`src/rtl/glyph_fb_writer_pkg.sv`:
```
// Shared constants for the glyph framebuffer writer: pixel/word geometry
// and the writer FSM state encodings.
package glyph_fb_writer_pkg;

  localparam int PIX_W        = 4;
  localparam int PIX_PER_WORD = 8;
  localparam int FB_DATA_W    = 32;
  localparam int MASK_W       = PIX_PER_WORD;

  localparam logic [1:0] ST_IDLE    = 2'd0;
  localparam logic [1:0] ST_ADDR    = 2'd1;
  localparam logic [1:0] ST_COLLECT = 2'd2;

endpackage

```
`src/rtl/glyph_fb_writer_if.sv`:
```
// Framebuffer write port. Handshake: a word transfers on every clk edge where
// fb_wr_en and fb_wr_ready are both high; addr/data/mask hold until then.
// fb_wr_mask exists only when GLYPH_FB_WRITER_MASK_EN is defined.
interface glyph_fb_writer_if #(
  parameter int FB_ADDR_W = 16
) ();
  import glyph_fb_writer_pkg::*;

  logic                 fb_wr_en;
  logic [FB_ADDR_W-1:0] fb_wr_addr;
  logic [FB_DATA_W-1:0] fb_wr_data;
  logic                 fb_wr_ready;
`ifdef GLYPH_FB_WRITER_MASK_EN
  logic [MASK_W-1:0]    fb_wr_mask;
`endif

  modport master (
    input  fb_wr_ready,
    output fb_wr_en,
    output fb_wr_addr,
`ifdef GLYPH_FB_WRITER_MASK_EN
    output fb_wr_mask,
`endif
    output fb_wr_data
  );

  modport slave (
    output fb_wr_ready,
    input  fb_wr_en,
    input  fb_wr_addr,
`ifdef GLYPH_FB_WRITER_MASK_EN
    input  fb_wr_mask,
`endif
    input  fb_wr_data
  );

endinterface

```
`src/rtl/glyph_fb_wfifo.sv`:
```
// Two-entry FIFO for {addr, data[, mask]} framebuffer words. A push while full
// is accepted only if a pop happens in the same cycle; otherwise it is ignored.
module glyph_fb_wfifo #(
  parameter int W = 48
) (
  input  logic         clk,
  input  logic         reset_n,
  input  logic         push,
  input  logic [W-1:0] push_data,
  input  logic         pop,
  output logic [W-1:0] head,
  output logic         full,
  output logic         empty
);

  logic [W-1:0] mem [2];
  logic         wr_ptr;
  logic         rd_ptr;
  logic [1:0]   count;
  logic         do_push;
  logic         do_pop;

  assign do_pop  = pop && (count != 2'd0);
  assign do_push = push && ((count != 2'd2) || do_pop);

  // When full with a pop, wr_ptr == rd_ptr: the new word lands in the slot
  // being vacated and becomes the tail.
  always_ff @(posedge clk or negedge reset_n) begin
    if (!reset_n) begin
      mem[0] <= '0;
      mem[1] <= '0;
      wr_ptr <= 1'b0;
      rd_ptr <= 1'b0;
      count  <= 2'd0;
    end else begin
      if (do_push) begin
        mem[wr_ptr] <= push_data;
        wr_ptr      <= ~wr_ptr;
      end
      if (do_pop) rd_ptr <= ~rd_ptr;
      count <= count + {1'b0, do_push} - {1'b0, do_pop};
    end
  end

  assign head  = mem[rd_ptr];
  assign full  = (count == 2'd2);
  assign empty = (count == 2'd0);

endmodule

```
`src/rtl/glyph_fb_writer.sv`:
```
// Packs the glyph renderer's 4-bit pixel stream into 32-bit framebuffer words
// and queues them to the write port. Optional per-nibble write mask: GLYPH_FB_WRITER_MASK_EN.
module glyph_fb_writer
  import glyph_fb_writer_pkg::*;
#(
  parameter int FB_ADDR_W  = 16,
  parameter int LINE_WORDS = 80,
  parameter int MAX_ROWS   = 480,
  parameter int COL_W      = 7,
  parameter int ROW_W      = 9
) (
  input  logic             clk,
  input  logic             reset_n,
  input  logic             cell_load,
  input  logic [COL_W-1:0] cell_col,
  input  logic [ROW_W-1:0] cell_row,
  input  logic [3:0]       cell_dy,
  input  logic             pix_wr,
  input  logic [7:0]       pix_x,
  input  logic [PIX_W-1:0] pix_data,
  input  logic             pix_done,
  glyph_fb_writer_if.master fb,
  output logic             busy,
  output logic             overflow,
  output logic             clipped,
  output logic [1:0]       dbg_state
);

`ifdef GLYPH_FB_WRITER_MASK_EN
  localparam int ENTRY_W = FB_ADDR_W + FB_DATA_W + MASK_W;
`else
  localparam int ENTRY_W = FB_ADDR_W + FB_DATA_W;
`endif

  logic [1:0]           state;
  logic [COL_W-1:0]     col_q;
  logic [ROW_W-1:0]     row_q;
  logic [3:0]           dy_q;
  logic [FB_ADDR_W-1:0] addr_reg;
  logic                 row_bad;
  logic [FB_DATA_W-1:0] word;
  logic [FB_DATA_W-1:0] word_next;
  logic [MASK_W-1:0]    mask_q;
  logic [MASK_W-1:0]    mask_next;
  logic [ROW_W:0]       row_sum;
  logic                 accept_pix;
  logic                 close_word;
  logic                 push_req;
  logic                 fifo_pop;
  logic                 fifo_full;
  logic                 fifo_empty;
  logic [ENTRY_W-1:0]   push_data;
  logic [ENTRY_W-1:0]   head;
  logic                 pix_x_unused;

  assign pix_x_unused = ^pix_x[7:3];

  // Extra bit keeps rows past 511 from wrapping back into the visible range.
  assign row_sum = {1'b0, row_q} + {{(ROW_W-3){1'b0}}, dy_q};

  assign accept_pix = pix_wr && !cell_load &&
                      ((state == ST_ADDR) || (state == ST_COLLECT));
  assign close_word = pix_wr && pix_done && !cell_load && (state == ST_COLLECT);
  assign push_req   = close_word && !row_bad;

  always_comb begin
    word_next = word;
    mask_next = mask_q;
    if (accept_pix) begin
      word_next[{pix_x[2:0], 2'b00} +: PIX_W] = pix_data;
      mask_next[pix_x[2:0]]                   = 1'b1;
    end
  end

  always_ff @(posedge clk or negedge reset_n) begin
    if (!reset_n) begin
      state    <= ST_IDLE;
      col_q    <= '0;
      row_q    <= '0;
      dy_q     <= '0;
      addr_reg <= '0;
      row_bad  <= 1'b0;
      word     <= '0;
      mask_q   <= '0;
    end else if (cell_load) begin
      state  <= ST_ADDR;
      col_q  <= cell_col;
      row_q  <= cell_row;
      dy_q   <= cell_dy;
      word   <= '0;
      mask_q <= '0;
    end else begin
      word   <= word_next;
      mask_q <= mask_next;
      case (state)
        ST_ADDR: begin
          addr_reg <= FB_ADDR_W'(32'(row_sum) * 32'(LINE_WORDS) + 32'(col_q));
          row_bad  <= (32'(row_sum) >= 32'(MAX_ROWS));
          state    <= ST_COLLECT;
        end
        ST_COLLECT: begin
          if (close_word) state <= ST_IDLE;
        end
        default: state <= ST_IDLE;
      endcase
    end
  end

  always_ff @(posedge clk or negedge reset_n) begin
    if (!reset_n) begin
      overflow <= 1'b0;
      clipped  <= 1'b0;
    end else begin
      if (push_req && fifo_full && !fifo_pop) overflow <= 1'b1;
      if (close_word && row_bad) clipped <= 1'b1;
    end
  end

`ifdef GLYPH_FB_WRITER_MASK_EN
  assign push_data = {addr_reg, word_next, mask_next};
  assign {fb.fb_wr_addr, fb.fb_wr_data, fb.fb_wr_mask} = head;
`else
  logic mask_unused;
  assign mask_unused = ^mask_next;
  assign push_data   = {addr_reg, word_next};
  assign {fb.fb_wr_addr, fb.fb_wr_data} = head;
`endif

  assign fifo_pop    = !fifo_empty && fb.fb_wr_ready;
  assign fb.fb_wr_en = !fifo_empty;

  glyph_fb_wfifo #(.W(ENTRY_W)) u_wfifo (
    .clk       (clk),
    .reset_n   (reset_n),
    .push      (push_req),
    .push_data (push_data),
    .pop       (fifo_pop),
    .head      (head),
    .full      (fifo_full),
    .empty     (fifo_empty)
  );

  assign busy      = (state != ST_IDLE) || !fifo_empty;
  assign dbg_state = state;

endmodule

```
`src/flat_wrapper.sv`:
```
// flat-port wrapper written by rule: the top's interface ports become plain ports
module glyph_fb_writer_flat import glyph_fb_writer_pkg::*;
#(
  parameter int FB_ADDR_W  = 16,
  parameter int LINE_WORDS = 80,
  parameter int MAX_ROWS   = 480,
  parameter int COL_W      = 7,
  parameter int ROW_W      = 9
)
  (clk, reset_n, cell_load, cell_col, cell_row, cell_dy, pix_wr, pix_x, pix_data, pix_done, busy, overflow, clipped, dbg_state, fb_fb_wr_ready, fb_fb_wr_en, fb_fb_wr_addr, fb_fb_wr_data);
  glyph_fb_writer_if #(.FB_ADDR_W(FB_ADDR_W)) fb_i ();
  input  logic clk;
  input  logic reset_n;
  input  logic cell_load;
  input  logic [COL_W-1:0] cell_col;
  input  logic [ROW_W-1:0] cell_row;
  input  logic [3:0] cell_dy;
  input  logic pix_wr;
  input  logic [7:0] pix_x;
  input  logic [PIX_W-1:0] pix_data;
  input  logic pix_done;
  output logic busy;
  output logic overflow;
  output logic clipped;
  output logic [1:0] dbg_state;
  input wire logic [$bits(fb_i.fb_wr_ready)-1:0] fb_fb_wr_ready;
  output wire logic [$bits(fb_i.fb_wr_en)-1:0] fb_fb_wr_en;
  output wire logic [$bits(fb_i.fb_wr_addr)-1:0] fb_fb_wr_addr;
  output wire logic [$bits(fb_i.fb_wr_data)-1:0] fb_fb_wr_data;
  assign fb_i.fb_wr_ready = fb_fb_wr_ready;
  assign fb_fb_wr_en = fb_i.fb_wr_en;
  assign fb_fb_wr_addr = fb_i.fb_wr_addr;
  assign fb_fb_wr_data = fb_i.fb_wr_data;
  glyph_fb_writer #(.FB_ADDR_W(FB_ADDR_W), .LINE_WORDS(LINE_WORDS), .MAX_ROWS(MAX_ROWS), .COL_W(COL_W), .ROW_W(ROW_W)) u_core (.clk(clk), .reset_n(reset_n), .cell_load(cell_load), .cell_col(cell_col), .cell_row(cell_row), .cell_dy(cell_dy), .pix_wr(pix_wr), .pix_x(pix_x), .pix_data(pix_data), .pix_done(pix_done), .fb(fb_i), .busy(busy), .overflow(overflow), .clipped(clipped), .dbg_state(dbg_state));
endmodule
```
`config.mk`:
```
export PLATFORM = sky130hd
export DESIGN_NAME = glyph_fb_writer_flat
export DESIGN_NICKNAME = d
export VERILOG_FILES = /design/src/rtl/glyph_fb_writer_pkg.sv /design/src/rtl/glyph_fb_writer_if.sv /design/src/rtl/glyph_fb_wfifo.sv /design/src/rtl/glyph_fb_writer.sv /design/src/flat_wrapper.sv
export SDC_FILE = /design/constraint.sdc
export NUM_CORES = 1
export LEC_CHECK = 0
export ABC_AREA = 1
export CORE_ASPECT_RATIO = 0.75
export CORE_UTILIZATION = 35
export CTS_CLUSTER_SIZE = 30
export DETAILED_ROUTE_END_ITERATION = 6
export DONT_BUFFER_PORTS = 1
export SYNTH_ARGS = -nofsm -noshare
export SYNTH_HDL_FRONTEND = slang
export SYNTH_HIERARCHICAL = 1
export SYNTH_SLANG_ARGS = --single-unit
```
`constraint.sdc`:
```
create_clock -name clk -period 4.05 [get_ports clk]
set_clock_uncertainty 0.2 [all_clocks]
set_input_delay 0.6075 -clock clk [delete_from_list [all_inputs] [get_ports clk]]
set_output_delay 0.6075 -clock clk [all_outputs]
set_load 0.01 [all_outputs]
```
Word-level counts from Yosys, hierarchy flattened:

Cells that the tools add are included.

* flip-flop bits (word level): 173
* input port bits: 38
* output and inout port bits: 54
* word-level logic and storage cells: 72

* add/subtract/negate cells: 5
* $mul: 1
* order comparisons: 4
* equal/unequal tests: 5
* shifts and indexed selects: 2
* muxes and demuxes: 12
* bitwise gates (word level): 5
* reductions and logical operators: 24

Operators by type and width (number)
* two-way mux 48 bit: 4
* bitwise mux 96 bit: 1
* two-way mux 32 bit: 2
* demux 48 bit (select 1 bit): 1
* bitwise mux 32 bit: 1
* variable shift 4 x 7 -> 32 bit, first input constant: 1
* variable part select 4 x 7 -> 32 bit: 1
* adder 16 x 7 -> 16 bit: 1
* logical AND 1 bit: 13
* multiplier 10 x 3 -> 12 bit, second input constant: 1
* adder 9 x 4 -> 10 bit: 1
* greater-or-equal comparator 10 x 9 -> 1 bit, second input constant: 1
* negator 5 -> 7 bit: 1
* == test 2 bit, second input constant: 2
* greater-or-equal comparator 2 bit, second input constant: 2
* logical NOT 1 bit: 4
* two-way mux 2 bit: 2
* inverter 1 -> 2 bit: 2
* case mux 2 bit (2 select lines): 1
* nonzero test 2 bit: 2
* logical OR 1 bit: 3
* inequality test 3 x 2 -> 1 bit, second input constant: 1
* inverter 1 bit: 3
* adder 2 x 1 -> 2 bit: 1
* 6 further kinds: 6

Depth between registers and ports, before layout:

* word-level depth: 8
* depth in mapped cells: 23
* gate-level depth less buffers: 23

Modules after synthesis:

The synthesis kept the hierarchy.

Modules (own cells, without submodules)
* glyph_fb_wfifo: times used 1, cells an instance 608, area each 4769.6 sq um, seq. area each 2502.4 sq um
* glyph_fb_writer: times used 1, cells an instance 569, area each 4355.4 sq um, seq. area each 1826.8 sq um

Worst setup path after synthesis:

Ideal clock, no wire load.

* path type: register to register
* from: register u_core.row_q[0]
* to: register u_core.addr_reg[15]
* setup time: 119 ps
* arrival: 2986 ps
* data required time: 3731 ps
* setup slack: 745 ps
* cell stages (with the launch flop): 20
* path buffers: 0
* clock period less this slack: 3305 ps
* cells stage by stage: dfrtp_1 > ha_1 > inv_1 > fa_1 > o21ai_2 > nand3_1 > nor2_1 > xor2_1 > ha_1 > ha_1 > nand2_1 > inv_1 > a21oi_1 > nand2_1 > nand2_1 > nand2_1 > nor2_1 > nand3_1 > nand3_1 > nand2_1

* cells in the longest elaborated chain, start to end: 3

RTL lines
* from (decl): line glyph_fb_writer.sv:37 `logic [ROW_W-1:0] row_q;`
* from (signal assigned): line glyph_fb_writer.sv:88 `row_q <= cell_row;`
* adder 9 x 4 -> 10 bit: line glyph_fb_writer.sv:59 `assign row_sum = {1'b0, row_q} + {{(ROW_W-3){1'b0}}, dy_q};`
* multiplier 10 x 3 -> 12 bit: line glyph_fb_writer.sv:97 `addr_reg <= FB_ADDR_W'(32'(row_sum) * 32'(LINE_WORDS) + 32'(col_q));`
* adder 16 x 7 -> 16 bit: line glyph_fb_writer.sv:97
* to (signal assigned): line glyph_fb_writer.sv:97
* to (decl): line glyph_fb_writer.sv:39 `logic [FB_ADDR_W-1:0] addr_reg;`

No other way between the ends.
A chain may end at the register's enable or synchronous reset.

Worst setup path after layout:

Ends and elaborated chain as after synthesis.

==> impl_metrics.ini <==
[yosys]
synth_area_leaders = dfrtp_1 47%, nand2_1 21%, nand4_1 6.9%
synthCells = 1177
syn-num-nets = 1246
avgSynthCellArea_um2 = 7.75
mappedNetlistArea_mm2 = 0.00913
ys_types = 39
ys_ff_latch = 173
synth.yosys.seq_area_share_pct = 47.4
yosys_warnings = 6
yosysTopAreaCell = dfrtp_1
netlist.area_leader.share_pct = 47.4

[status]
outcome = complete, but fails checks
violations = negative hold slack

[hold_path]
worstHoldPathType = in2async

[placed_design]
pre_cts_ws_ns = 0.422
io_buffers = 0
placed_cells = 1463
gp_congestion = 0.826
hpwlAfterDp_um = 14000
placed_cell_area_mm2 = 0.00932

[timing]
tns_ns = 0
fmax_mhz = 276
grt_setup_unrepaired = false
finalCritPeriodShare_pct = 89.4
max_slew_margin_pct = 45.1
period_needed_ns = 3.62
finalSetupViolCount = 0
holdWs_ns = -0.323
final.setup.worst_slack_ns = 0.431
hold_viol = 173
finalMaxSlewViolations = 0
tightestPinTransition_ns = 0.822

[finish]
final_layout_size_suffix_gt1_share_pct = 6.48
mostFrequentLayoutCells = 500 x nand2_1, 173 x dfrtp_1, 114 x inv_1
mostFrequentLayoutCell = nand2_1
diodes = 0
fin_util_pct = 39.3
stdcell_count = 1495
nets = 1213
area_growth_pct = 8.78
largest_reg_flops = 96
fin_area_mm2 = 0.00993

[worst_setup_path]
crit_fanout = 5
arrival_ns = 3.73
slowest_delay_ns = 0.41
cp_common_cell = nand2_1
crit_type = reg2reg
crit_family = adder cells
cpMaxStageDelayCell = fa_1
cp-start-kind = flip-flop
critPathRequiredTime_ns = 4.16
crit_path_end_kind = flip-flop
critPathBufInv = 2
crit_chain = ha_1, inv_1, fa_1, o21ai_2, nand3_1, nor2_1, xor2_1, ha_1, ha_1, nand2_1, inv_1, a21oi_1, nand2_1, nand2_1, nand2_1, nor2_1, nand3_1, nand3_1, nand2_1

[route]
detail-route-antenna-nets = 0
drt_wl_total_um = 22100
met1_length_um = 11600
dr_wl_met2_um = 9160
vias = 7227
top_layer_used = met4
drc = 0
wl_met3_um = 1190
viasPerCell = 4.83
drtIter0Drc = 462
routedWlPerCell_um = 14.8
first_pass_iters = 6

[cts]
numClockSinks = 173
cts_buffers = 17
clk_path_buf_depth = 2
h-tree-depth = 4
clk_pin_slew_ns = 0.07
insertion_delay_ns = 0.43
cts_tree = built
cts_root_buf = clkbuf_16

[global_routing]
grt.overflow.total = 0
grt_max_degree = 174
grt_first_pass_wirelength_um = 36500
grt_usage_pct = 17.3
first_global_vias = 6936
antenna_found_initial = 0

[die]
core.rowCount = 50
fp.coreArea_mm2 = 0.0253
die_w_um = 188
num_io_pins = 92
start_util_pct = 36.1
die-area_mm2 = 0.0267
die_h_um = 142

[pwr]
p_per_area_mw_per_mm2 = 500
p_leak_nw = 5.59
ir_drop_v = 0.000307

[flow_run]
cap_violations = 0
==> cell usage after synthesis, drive strengths merged <==
cell	number
nand3b	3
a211oi	4
nand4	104
buf	40
clkinv	2
nand2	503
o21ai	48
nor4	1
a31o	1
or2	5
o21a	7
xnor2	8
ha	28
dfrtp	173
a21oi	10
nor2	57
inv	121
xor2	8
clkbuf	23
fa	3
o21bai	1
a31oi	1
nand3	26
==> layout make-up <==
type | instances | area [um2]
well taps | 338 | 423
fillers | 2656 | 15300
multi-input cells | 818 | 4020
repair buffers | 11 | 82.6
flip-flops and latches | 173 | 4330
inverters | 123 | 467
clock buffers | 19 | 443
clock inverters | 13 | 164
==> power breakdown <==
part,switching [mW],internal (mW)
Clock,0.696,0.990
Combinational,0.930,0.364
Sequential,0.111,1.88
Total,1.74,3.23
==> worst register-to-register path: stages (launching register included) <==
cell and delay (ns):
dfrtp_1 0.35, ha_1 0.23, inv_1 0.07, fa_1 0.41, o21ai_2 0.26, nand3_1 0.13
nor2_1 0.13, xor2_1 0.22, ha_1 0.27, ha_1 0.36, nand2_1 0.11, inv_1 0.04
a21oi_1 0.17, nand2_1 0.07, nand2_1 0.05, nand2_1 0.08, nor2_1 0.13, nand3_1 0.09
nand3_1 0.08, nand2_1 0.06
==> routing by layer <==
metal	vias to the layer above	GRT usage (%)
li1	3668	-
met1	3375	25.7
met2	171	25.2
met3	13	4.06
met4	0	3.86
met5	-	0
==> timing repair <==
action                     4_1_cts  5_1_grt
gates resized for setup          0        0
setup endpoints to repair        0        0
hold endpoints to repair       173      173
buffers inserted                 0        0
==> logic make-up (layout without fill, tap and decap cells) <==
group | count (synthesis) | after routing | synth area share, %
AND/OR/NAND/NOR | 699 | 699 | 33.3
XOR/XNOR | 16 | 16 | 1.62
adder cells (fa/ha/maj) | 31 | 31 | 4.50
buffers and inverters | 186 | 166 | 8.61
flip-flops | 173 | 173 | 47.4
AO/OA/AOI/OAI | 72 | 72 | 4.48
==> final timing paths <==
kind | startpoint | to | slack (ns) | depth (start not counted)
hold reg to reg | u_core/u_wfifo/mem[22] | u_core/u_wfifo/mem[22] | 0.27 | 2
min in group clk | cell_load | u_core/word[27] | 0.05 | 1
setup reg to reg | u_core/row_q[0] | u_core/addr_reg[15] | 0.43 | 19
max in group asynchronous | reset_n | u_core/word[1] | 3.70 | 0
setup / recovery | u_core/row_q[0] | u_core/addr_reg[15] | 0.43 | 19
hold / removal | reset_n | u_core/dbg_state[1] | -0.32 | 0
==> through the flow <==
step	hold WS (ns)	total power [mW]
6_report	-0.323	4.97
5_1_grt	-0.344	5.25
3_5_place_dp	0.116	3.31
3_3_place_gp	0.123	3.29
4_1_cts	-0.337	5.01
2_1_floorplan	0.112	3.01
Note: power is estimated with default switching activity, not from simulation.
